`config.mk`:
```
export PLATFORM = sky130hd
export DESIGN_NAME = uart_rx_fifo
export DESIGN_NICKNAME = d
export VERILOG_FILES = /design/src/rtl/uart_rx_fifo.sv
export SDC_FILE = /design/constraint.sdc
export NUM_CORES = 1
export LEC_CHECK = 0
export CAP_MARGIN = 20
export CORE_ASPECT_RATIO = 0.6
export CORE_MARGIN = 4
export CORE_UTILIZATION = 59
export DETAILED_ROUTE_END_ITERATION = 6
export PLACE_DENSITY = 0.77
export SYNTH_ARGS = -nofsm -noshare
export SYNTH_HDL_FRONTEND = slang
export SYNTH_SLANG_ARGS = --single-unit
```
`constraint.sdc`:
```
create_clock -name clk -period 10.8 [get_ports clk]
set_clock_uncertainty 0.15 [all_clocks]
set_input_delay 1.08 -clock clk [delete_from_list [all_inputs] [get_ports clk]]
set_output_delay 1.08 -clock clk [all_outputs]
set_load 0.02 [all_outputs]
```
`src/rtl/uart_rx_fifo.sv`:
```
// rtl/uart_rx_fifo.sv - UART receiver (8N1, or 8E1 with UART_RX_PARITY_EN) feeding a first-word-fall-through byte FIFO
module uart_rx_fifo #(
  parameter int CLK_FREQ   = 50_000_000,
  parameter int BAUD       = 115200,
  parameter int FIFO_DEPTH = 16
) (
  input  logic                          clk,
  input  logic                          reset,
  input  logic                          rxd,
  input  logic                          rd_en,
  input  logic                          clr_err,
  output logic [7:0]                    rd_data,
  output logic                          rx_valid,
  output logic [$clog2(FIFO_DEPTH):0]   count,
  output logic                          overrun,
  output logic                          frame_err
);

  localparam int CPB = CLK_FREQ / BAUD;
  localparam int CW  = $clog2(CPB);
  localparam int AW  = $clog2(FIFO_DEPTH);
  localparam logic [CW-1:0] CNT_HALF = CW'(CPB / 2 - 1);
  localparam logic [CW-1:0] CNT_LAST = CW'(CPB - 1);

  typedef enum logic [2:0] {
    IDLE,
    START,
    DATA,
`ifdef UART_RX_PARITY_EN
    PARITY,
`endif
    STOP,
    WAIT_IDLE
  } state_t;

  logic          rx_meta, rxs;
  state_t        state;
  logic [CW-1:0] cnt;
  logic [2:0]    idx;
  logic [7:0]    sh;
  logic          mismatch;
  logic          push, fe_set;

  always_ff @(posedge clk) begin
    if (reset) begin
      rx_meta <= 1'b1;
      rxs     <= 1'b1;
    end else begin
      rx_meta <= rxd;
      rxs     <= rx_meta;
    end
  end

  always_ff @(posedge clk) begin
    if (reset) begin
      state    <= IDLE;
      cnt      <= '0;
      idx      <= '0;
      sh       <= '0;
      mismatch <= 1'b0;
    end else begin
      case (state)
        IDLE: begin
          cnt      <= '0;
          mismatch <= 1'b0;
          if (!rxs) state <= START;
        end
        START: begin
          if (cnt == CNT_HALF) begin
            cnt   <= '0;
            idx   <= '0;
            state <= rxs ? IDLE : DATA;
          end else begin
            cnt <= cnt + 1'b1;
          end
        end
        DATA: begin
          if (cnt == CNT_LAST) begin
            cnt <= '0;
            sh  <= {rxs, sh[7:1]};
            idx <= idx + 1'b1;
            if (idx == 3'd7) begin
`ifdef UART_RX_PARITY_EN
              state <= PARITY;
`else
              state <= STOP;
`endif
            end
          end else begin
            cnt <= cnt + 1'b1;
          end
        end
`ifdef UART_RX_PARITY_EN
        PARITY: begin
          if (cnt == CNT_LAST) begin
            cnt      <= '0;
            mismatch <= rxs ^ (^sh);
            state    <= STOP;
          end else begin
            cnt <= cnt + 1'b1;
          end
        end
`endif
        STOP: begin
          if (cnt == CNT_LAST) begin
            cnt   <= '0;
            state <= rxs ? IDLE : WAIT_IDLE;
          end else begin
            cnt <= cnt + 1'b1;
          end
        end
        WAIT_IDLE: begin
          if (rxs) state <= IDLE;
        end
        default: state <= IDLE;
      endcase
    end
  end

  // The stop-bit sample cycle is the push cycle; FIFO state moves on the edge closing it.
  assign push   = (state == STOP) && (cnt == CNT_LAST) && rxs && !mismatch;
  assign fe_set = (state == STOP) && (cnt == CNT_LAST) && (!rxs || mismatch);

  logic [7:0]  mem [FIFO_DEPTH];
  logic [AW:0] wptr, rptr, rptr_n;
  logic        full, empty, pop, wr;

  assign empty  = (wptr == rptr);
  assign full   = (wptr[AW] != rptr[AW]) && (wptr[AW-1:0] == rptr[AW-1:0]);
  assign pop    = rd_en && !empty;
  assign wr     = push && (!full || pop);
  assign rptr_n = rptr + (AW+1)'(pop);

  assign rx_valid = !empty;
  assign count    = wptr - rptr;

  always_ff @(posedge clk) begin
    if (wr) mem[wptr[AW-1:0]] <= sh;
  end

  // rd_data is loaded with the next head, bypassing the write when it lands on that slot.
  always_ff @(posedge clk) begin
    if (reset) begin
      wptr      <= '0;
      rptr      <= '0;
      rd_data   <= 8'h00;
      overrun   <= 1'b0;
      frame_err <= 1'b0;
    end else begin
      rptr <= rptr_n;
      if (wr) wptr <= wptr + 1'b1;
      if (wr && (wptr[AW-1:0] == rptr_n[AW-1:0])) rd_data <= sh;
      else                                         rd_data <= mem[rptr_n[AW-1:0]];
      if (push && full && !pop) overrun <= 1'b1;
      else if (clr_err)         overrun <= 1'b0;
      if (fe_set)       frame_err <= 1'b1;
      else if (clr_err) frame_err <= 1'b0;
    end
  end

endmodule

```
==> run_results.csv, run 1 <==
group,metric,value,unit
run_status,status,"completed",
detailed_routing,wl_met2,6730,µm
synthesis,avgSynthCellArea,15.6,µm²
clock_tree,clkTransAtPathRegs,70,ps
clock_tree,cts_max_level,4,
pwr,p_leak,2.69,nW
synthesis,synth_largest_area_cell,"edfxtp_1",
timing,relSlewSlack,43.2,%
placed_design,gp_congestion,0.823,
min_path,holdCritPathClass,"reg2reg",
clock_tree,root_buffer,"clkbuf_16",
floorplanning,initial_utilization,62.0,%
synthesis,synth_edf_count,128,
timing,setup_viol,0,
detailed_routing,wl_met1,7100,µm
job,maxCapViolCount,0,
timing,rsz0062_at_grt,"no",
synthesis,synthArstFlopShare,0,%
floorplanning,row_count,30,
floorplanning,core_area,11600,µm²
synthesis,synth_flop_cell,"edfxtp_1",
pwr,power,1.34,mW
global_routing,grt_pass1_wl,23800,µm
synthesis,syn_area,7220,µm²
floorplanning,fp.dieW,151,µm
floorplanning,die_h,93.7,µm
detailed_routing,wl_met3,1240,µm
placed_design,place_hpwl,10100,µm
clock_tree,ctsHoldBuffers,0,
clock_tree,ctsResizeCount,0,
synthesis,syn-num-nets,484,
floorplanning,num_io_pins,21,
synthesis,ys_warn_count,0,
worst_setup_path,end_kind,"register",
timing,min_period,4000,ps
detailed_routing,top_layer_used,"met4",
worst_setup_path,path_cells,"ha_1 > nand4_1 > inv_1 > nand2_1 > and2_1 > ha_2 > buf_4 > xnor2_1 > nand3_1 > nor4b_4 > mux2i_1 > nor2_1",
global_routing,grt_antenna_before_repair,0,
detailed_routing,wire_per_inst,23.0,µm
worst_setup_path,cpPeakStageDelay,650,ps
worst_setup_path,crit_path_start_kind,"register",
clock_tree,cts.sinks,173,
worst_setup_path,crit_required,10940,ps
synthesis,synth_most_common_cell,"edfxtp_1",
worst_setup_path,cpMaxStageDelayCell,"dfxtp_1",
detailed_routing,antenna_left,0,
floorplanning,die-area,14100,µm²
final_layout,syn_to_final_growth,13.5,%
timing,min_period_over_period,37.0,%
pwr,power_density,163,nW/µm²
global_routing,grt_pass1_vias,4035,
synthesis,syn_inst,463,
placed_design,port_buffers,20,
clock_tree,clock_latency,430,ps
worst_setup_path,critPathMaxFanout,34,
synthesis,ys_seq_elements,173,
timing,worstMarginPinSlew,851,ps
detailed_routing,dr.first_iter.drc_count,489,
worst_setup_path,crit_type,"reg2reg",
timing,setup_tns,0,ps
timing,fmax,250,MHz
detailed_routing,drc,0,
detailed_routing,drtPass1Iterations,7,
final_layout,fin_util,70.4,%
clock_tree,cts_setup_buffers,0,
global_routing,grt.overflow.total,0,
final_layout,fin_area,8190,µm²
clock_tree,cts_buffer_depth,2,
detailed_routing,via_per_inst,6.17,
final_layout,layout-drive-gt1-share,15.9,%
synthesis,synth_top_cell_area_share,53.3,%
clock_tree,cts_tree,"done",
global_routing,grt_max_degree,41,
detailed_routing,vias,4085,
detailed_routing,routed_wl,15300,µm
worst_setup_path,cp.arrival,4140,ps
final_layout,antennaDiodeCount,0,
placed_design,placed_area,7590,µm²
timing,hold_viol_final,0,
global_routing,track_usage,23.5,%
clock_tree,cts_inserted_buffers,17,
synthesis,yosysSeqAreaShare,65.7,%
final_layout,nets,510,
pwr,peakVddDrop,129,µV
synthesis,yosys-top-cells-count,"128 x edfxtp_1, 47 x nor2_1, 45 x dfxtp_1",
timing,drv_slew,0,
synthesis,synth.distinct_cells,48,
synthesis,synthTopCellsByArea,"edfxtp_1 53%, dfxtp_1 12%, mux4_2 10%, mux2i_1 5.0%, ha_1 2.6%",
-- logic make-up (layout without fill, tap and decap cells) --
kind of cell | after synthesis | count (layout) | share of synthesized area (%)
and+or+nand+nor | 114 | 114 | 8.25
DFF | 173 | 173 | 65.7
xor gates and xnor gates | 20 | 20 | 3.02
AOI/OAI and AO/OA | 33 | 33 | 2.70
buffers and inverters | 38 | 77 | 2.27
muxes | 69 | 69 | 15.1
adders and majority gates | 16 | 16 | 2.88
-- layer usage --
metal	global-route usage, %	up-vias
li1	-	1798
met1	36.4	2078
met2	33.4	191
met3	5.74	18
met4	6.18	0
met5	0	-
-- final timing paths --
| kind | startpoint | slack, ps | cells past startpoint | end |
|---|---|---|---|---|
| setup reg to reg | wptr[2] | 6800 | 12 | rd_data[7] |
| setup / recovery | wptr[2] | 6800 | 12 | rd_data[7] |
| hold reg to reg | rx_meta | 280 | 1 | rxs |
| hold / removal | rx_meta | 280 | 1 | rxs |
-- critical path, delay by kind of cell, from the launching register on --
family        cells  cell delay (ps)
flops             1              650
xor+xnor          1              210
mux               1              270
simple gates      6             1320
fa+ha+maj         2              610
buf+inv           2              640
-- registers in the layout, indices dropped and copies added, names as in the netlist --
register,flops
rxs,1
cnt,9
sh,8
rptr,5
wptr,5
overrun,1
rd_data,8
rx_meta,1
state,3
frame_err,1
mem,128
idx,3
-- stage by stage --
step                      cells  hold WS (ps)  worst slack [ps]
after floorplan             463           239              7240
after global placement      629           246              6680
after detailed placement    630           254              6540
after CTS                   662           273              6760
after global routing        662           284              6410
final                       662           276              6800
-- power by group --
part / internal, mW / leakage, nW / switching (mW)
Clock: 0.364 / 0.280 / 0.255
Sequential: 0.705 / 1.55 / 0.00133
Combinational: 0.00418 / 0.864 / 0.00596
Total: 1.07 / 2.69 / 0.262
-- area by class of cell --
cell class                      count  area (µm²)
Fill cell                         767        3450
Multi-Input combinational cell    252        2310
Timing Repair Buffer               29         275
Sequential cell                   173        4740
Clock buffer                       18         429
Inverter                           16        60.1
Tap cell                          160         200
Clock inverter                     14         168
-- layout by cell type, fill, tap and decap left out, types with 4 or more instances in the layout --
cell / synthesis / final
a21oi_1: 17 / 17
buf_4: 0 / 8
clkbuf_16: 0 / 17
clkdlybuf4s50_1: 0 / 20
dfxtp_1: 45 / 45
edfxtp_1: 128 / 128
ha_1: 15 / 14
inv_1: 16 / 16
mux2i_1: 36 / 36
mux4_2: 32 / 32
nand2_1: 19 / 19
nand3_1: 12 / 12
nand4b_1: 4 / 4
nor2_1: 47 / 47
nor3_1: 6 / 6
o21ai_0: 4 / 4
xnor2_1: 11 / 11
xor2_1: 5 / 5
Note: power is estimated with default switching activity, not from simulation.
==> run 2: changes to the inputs <==
--- a/config.mk
+++ b/config.mk
@@ -8,9 +8,9 @@
 export CAP_MARGIN = 20
 export CORE_ASPECT_RATIO = 0.6
 export CORE_MARGIN = 4
-export CORE_UTILIZATION = 59
+export CORE_UTILIZATION = 55
 export DETAILED_ROUTE_END_ITERATION = 6
-export PLACE_DENSITY = 0.77
+export PLACE_DENSITY = 0.75
 export SYNTH_ARGS = -nofsm -noshare
 export SYNTH_HDL_FRONTEND = slang
 export SYNTH_SLANG_ARGS = --single-unit
==> constraint.sdc (replaced) <==
create_clock -name clk -period 3.3 [get_ports clk]
set_clock_uncertainty 0.15 [all_clocks]
set_input_delay 0.33 -clock clk [delete_from_list [all_inputs] [get_ports clk]]
set_output_delay 0.33 -clock clk [all_outputs]
set_load 0.02 [all_outputs]
==> run 2 against run 1 <==
Hold slack worse by 3.4 ps. Routed wire length grew 4.3%. Global-route usage is 1.7 points lower. Via count up 2.2%. Utilization fell by 4.2 points. Fmax grew 26%. Sequential share of layout area is 2.1 points lower. Highest routed layer unchanged. Cell count is 6.0% higher. Die area rose by 6.8%. Largest power group unchanged. Count of clock-buffer cells in the layout is 1 lower. Critical path depth is 2 higher. Total power increased to 3.3 times the previous value.
==> run_results.csv, run 2 (synthesis results as in run 1) <==
group,metric,value,unit
detailed_routing,drc,0,
global_routing,grt_pass1_vias,4110,
timing,rsz0062_at_grt,"yes",
timing,fmax,315,MHz
final_layout,antennaDiodeCount,0,
floorplanning,row_count,32,
worst_setup_path,rr_endpoint,"rd_data[4]",
floorplanning,initial_utilization,56.2,%
final_layout,regArea,4740,µm²
detailed_routing,wire_per_inst,22.7,µm
timing,worstMarginPinSlew,814,ps
detailed_routing,antenna_left,0,
final_layout,fin_util,66.2,%
global_routing,grt_pass1_wl,24300,µm
worst_setup_path,endpoint,"rd_data[4]",
placed_design,gp_congestion,0.873,
global_routing,track_usage,21.8,%
worst_setup_path,startpoint,"rptr[2]",
clock_tree,cts_inserted_buffers,17,
detailed_routing,vias,4174,
placed_design,port_buffers,20,
global_routing,grt_use_met3,6.44,%
global_routing,use_met1,34.1,%
final_layout,nets,540,
clock_tree,clock_latency,430,ps
pwr,peakVddDrop,417,µV
timing,setup_viol,0,
detailed_routing,dr.first_iter.drc_count,556,
clock_tree,root_buffer,"clkbuf_16",
floorplanning,fp.dieW,156,µm
clock_tree,ctsHoldBuffers,0,
timing,finalHoldWorstSlack,273,ps
worst_setup_path,crit_path_start_kind,"register",
worst_setup_path,critPathMaxFanout,12,
final_layout,multiInputGateArea,2330,µm²
clock_tree,cts_buffer_depth,2,
worst_setup_path,crit_type,"reg2reg",
pwr,p_leak,2.89,nW
timing,min_period,3170,ps
final_layout,syn_to_final_growth,17.8,%
min_path,holdCritPathClass,"reg2reg",
timing,hold_viol_final,0,
timing,drv_slew,0,
timing,relSlewSlack,45.7,%
floorplanning,num_io_pins,21,
worst_setup_path,crit_required,3460,ps
pwr,power_density,520,nW/µm²
placed_design,place_hpwl,10300,µm
final_layout,layout_common_cells,"128 x edfxtp_1, 47 x nor2_1, 45 x dfxtp_1",
worst_setup_path,cp.arrival,3320,ps
clock_tree,cts_max_level,4,
detailed_routing,via_per_inst,5.95,
global_routing,busiest_layer,"met1",
worst_setup_path,r2r_slack,130,ps
floorplanning,core_area,12900,µm²
timing,setup_tns,0,ps
clock_tree,cts.sinks,173,
global_routing,grt.overflow.total,0,
timing,min_period_over_period,96.0,%
detailed_routing,drtPass1Iterations,4,
clock_tree,cts_tree,"done",
global_routing,grt_antenna_before_repair,0,
detailed_routing,routed_wl,15900,µm
global_routing,use_met2,29.8,%
job,maxCapViolCount,0,
worst_setup_path,end_kind,"register",
global_routing,grt_max_degree,31,
floorplanning,die-area,15100,µm²
worst_setup_path,worstRegToRegCells,14,
worst_setup_path,reg2reg_from,"rptr[2]",
clock_tree,clkTransAtPathRegs,70,ps
final_layout,layout-drive-gt1-share,21.1,%
final_layout,final_common_cell,"edfxtp_1",
run_status,status,"completed",
final_layout,largest_reg_flops,128,
final_layout,fill_cells,856,
floorplanning,die_h,96.7,µm
-- run 2: cell types whose count changed in the layout (fill, tap and decap cells not counted), sizes merged --
cell	delta
clkinv	+1
buf	+28
clkbuf	+1
clkinvlp	-3
inv	+3
-- run 2: how the worst min path moves through the flow --
stage / start / to / slack [ps] / cells past startpoint
after floorplan: rx_meta / rxs / 240 / 1
after global placement: rx_meta / rxs / 250 / 1
after detailed placement: rx_meta / rxs / 250 / 1
after CTS: rx_meta / rxs / 270 / 1
after global routing: rx_meta / rxs / 290 / 1
final: rx_meta / rxs / 270 / 1
-- run 2: worst max-delay path, cell delays in order, from the launching register on --
cell	delay, ps
dfxtp_1	340
inv_1	50
ha_1	350
nand4_1	170
inv_1	80
nand2_1	70
and2_1	200
ha_4	160
ha_1	350
buf_4	260
mux4_2	390
mux2i_1	170
mux2i_1	90
mux2i_1	150
nor2_1	60
-- run 2: metal layers --
metal	up-vias	share of wire [%]
li1	1867	-
met1	2105	46
met2	189	44
met3	13	9.8
met4	0	0.79
met5	-	0
-- run 2: area by class of cell --
class                      instances  share of cell area [%]
inverter                          16                   0.706
multi-input combinational        252                    27.4
clock inverter                    15                    2.16
sequential                       173                    55.8
tap                              170                    2.50
clock buffer                      17                    5.00
timing repair buffer              59                    6.40
-- run 2: where the power goes --
part / total (mW) / internal [mW] / switching (mW)
Clock: 2.08 / 1.21 / 0.871
Sequential: 2.31 / 2.31 / 0.00357
Combinational: 0.0349 / 0.0144 / 0.0205
-- run 2: metrics by stage --
step                cell area (µm²)  cells  total power [mW]  setup WS (ps)
global placement               7830    668              2.39            227
global route                   8500    702              4.55          -27.0
floorplan                      7260    463              2.37           7.63
finish                         8500    702              4.42            130
detailed placement             7830    668              2.39            117
CTS                            8440    700              4.45           72.0
-- run 2: what timing repair did --
item	CTS	global route
endpoints found under the setup margin	0	8
endpoints found under the hold margin	0	0
resized for setup	0	2
setup buffers	0	0
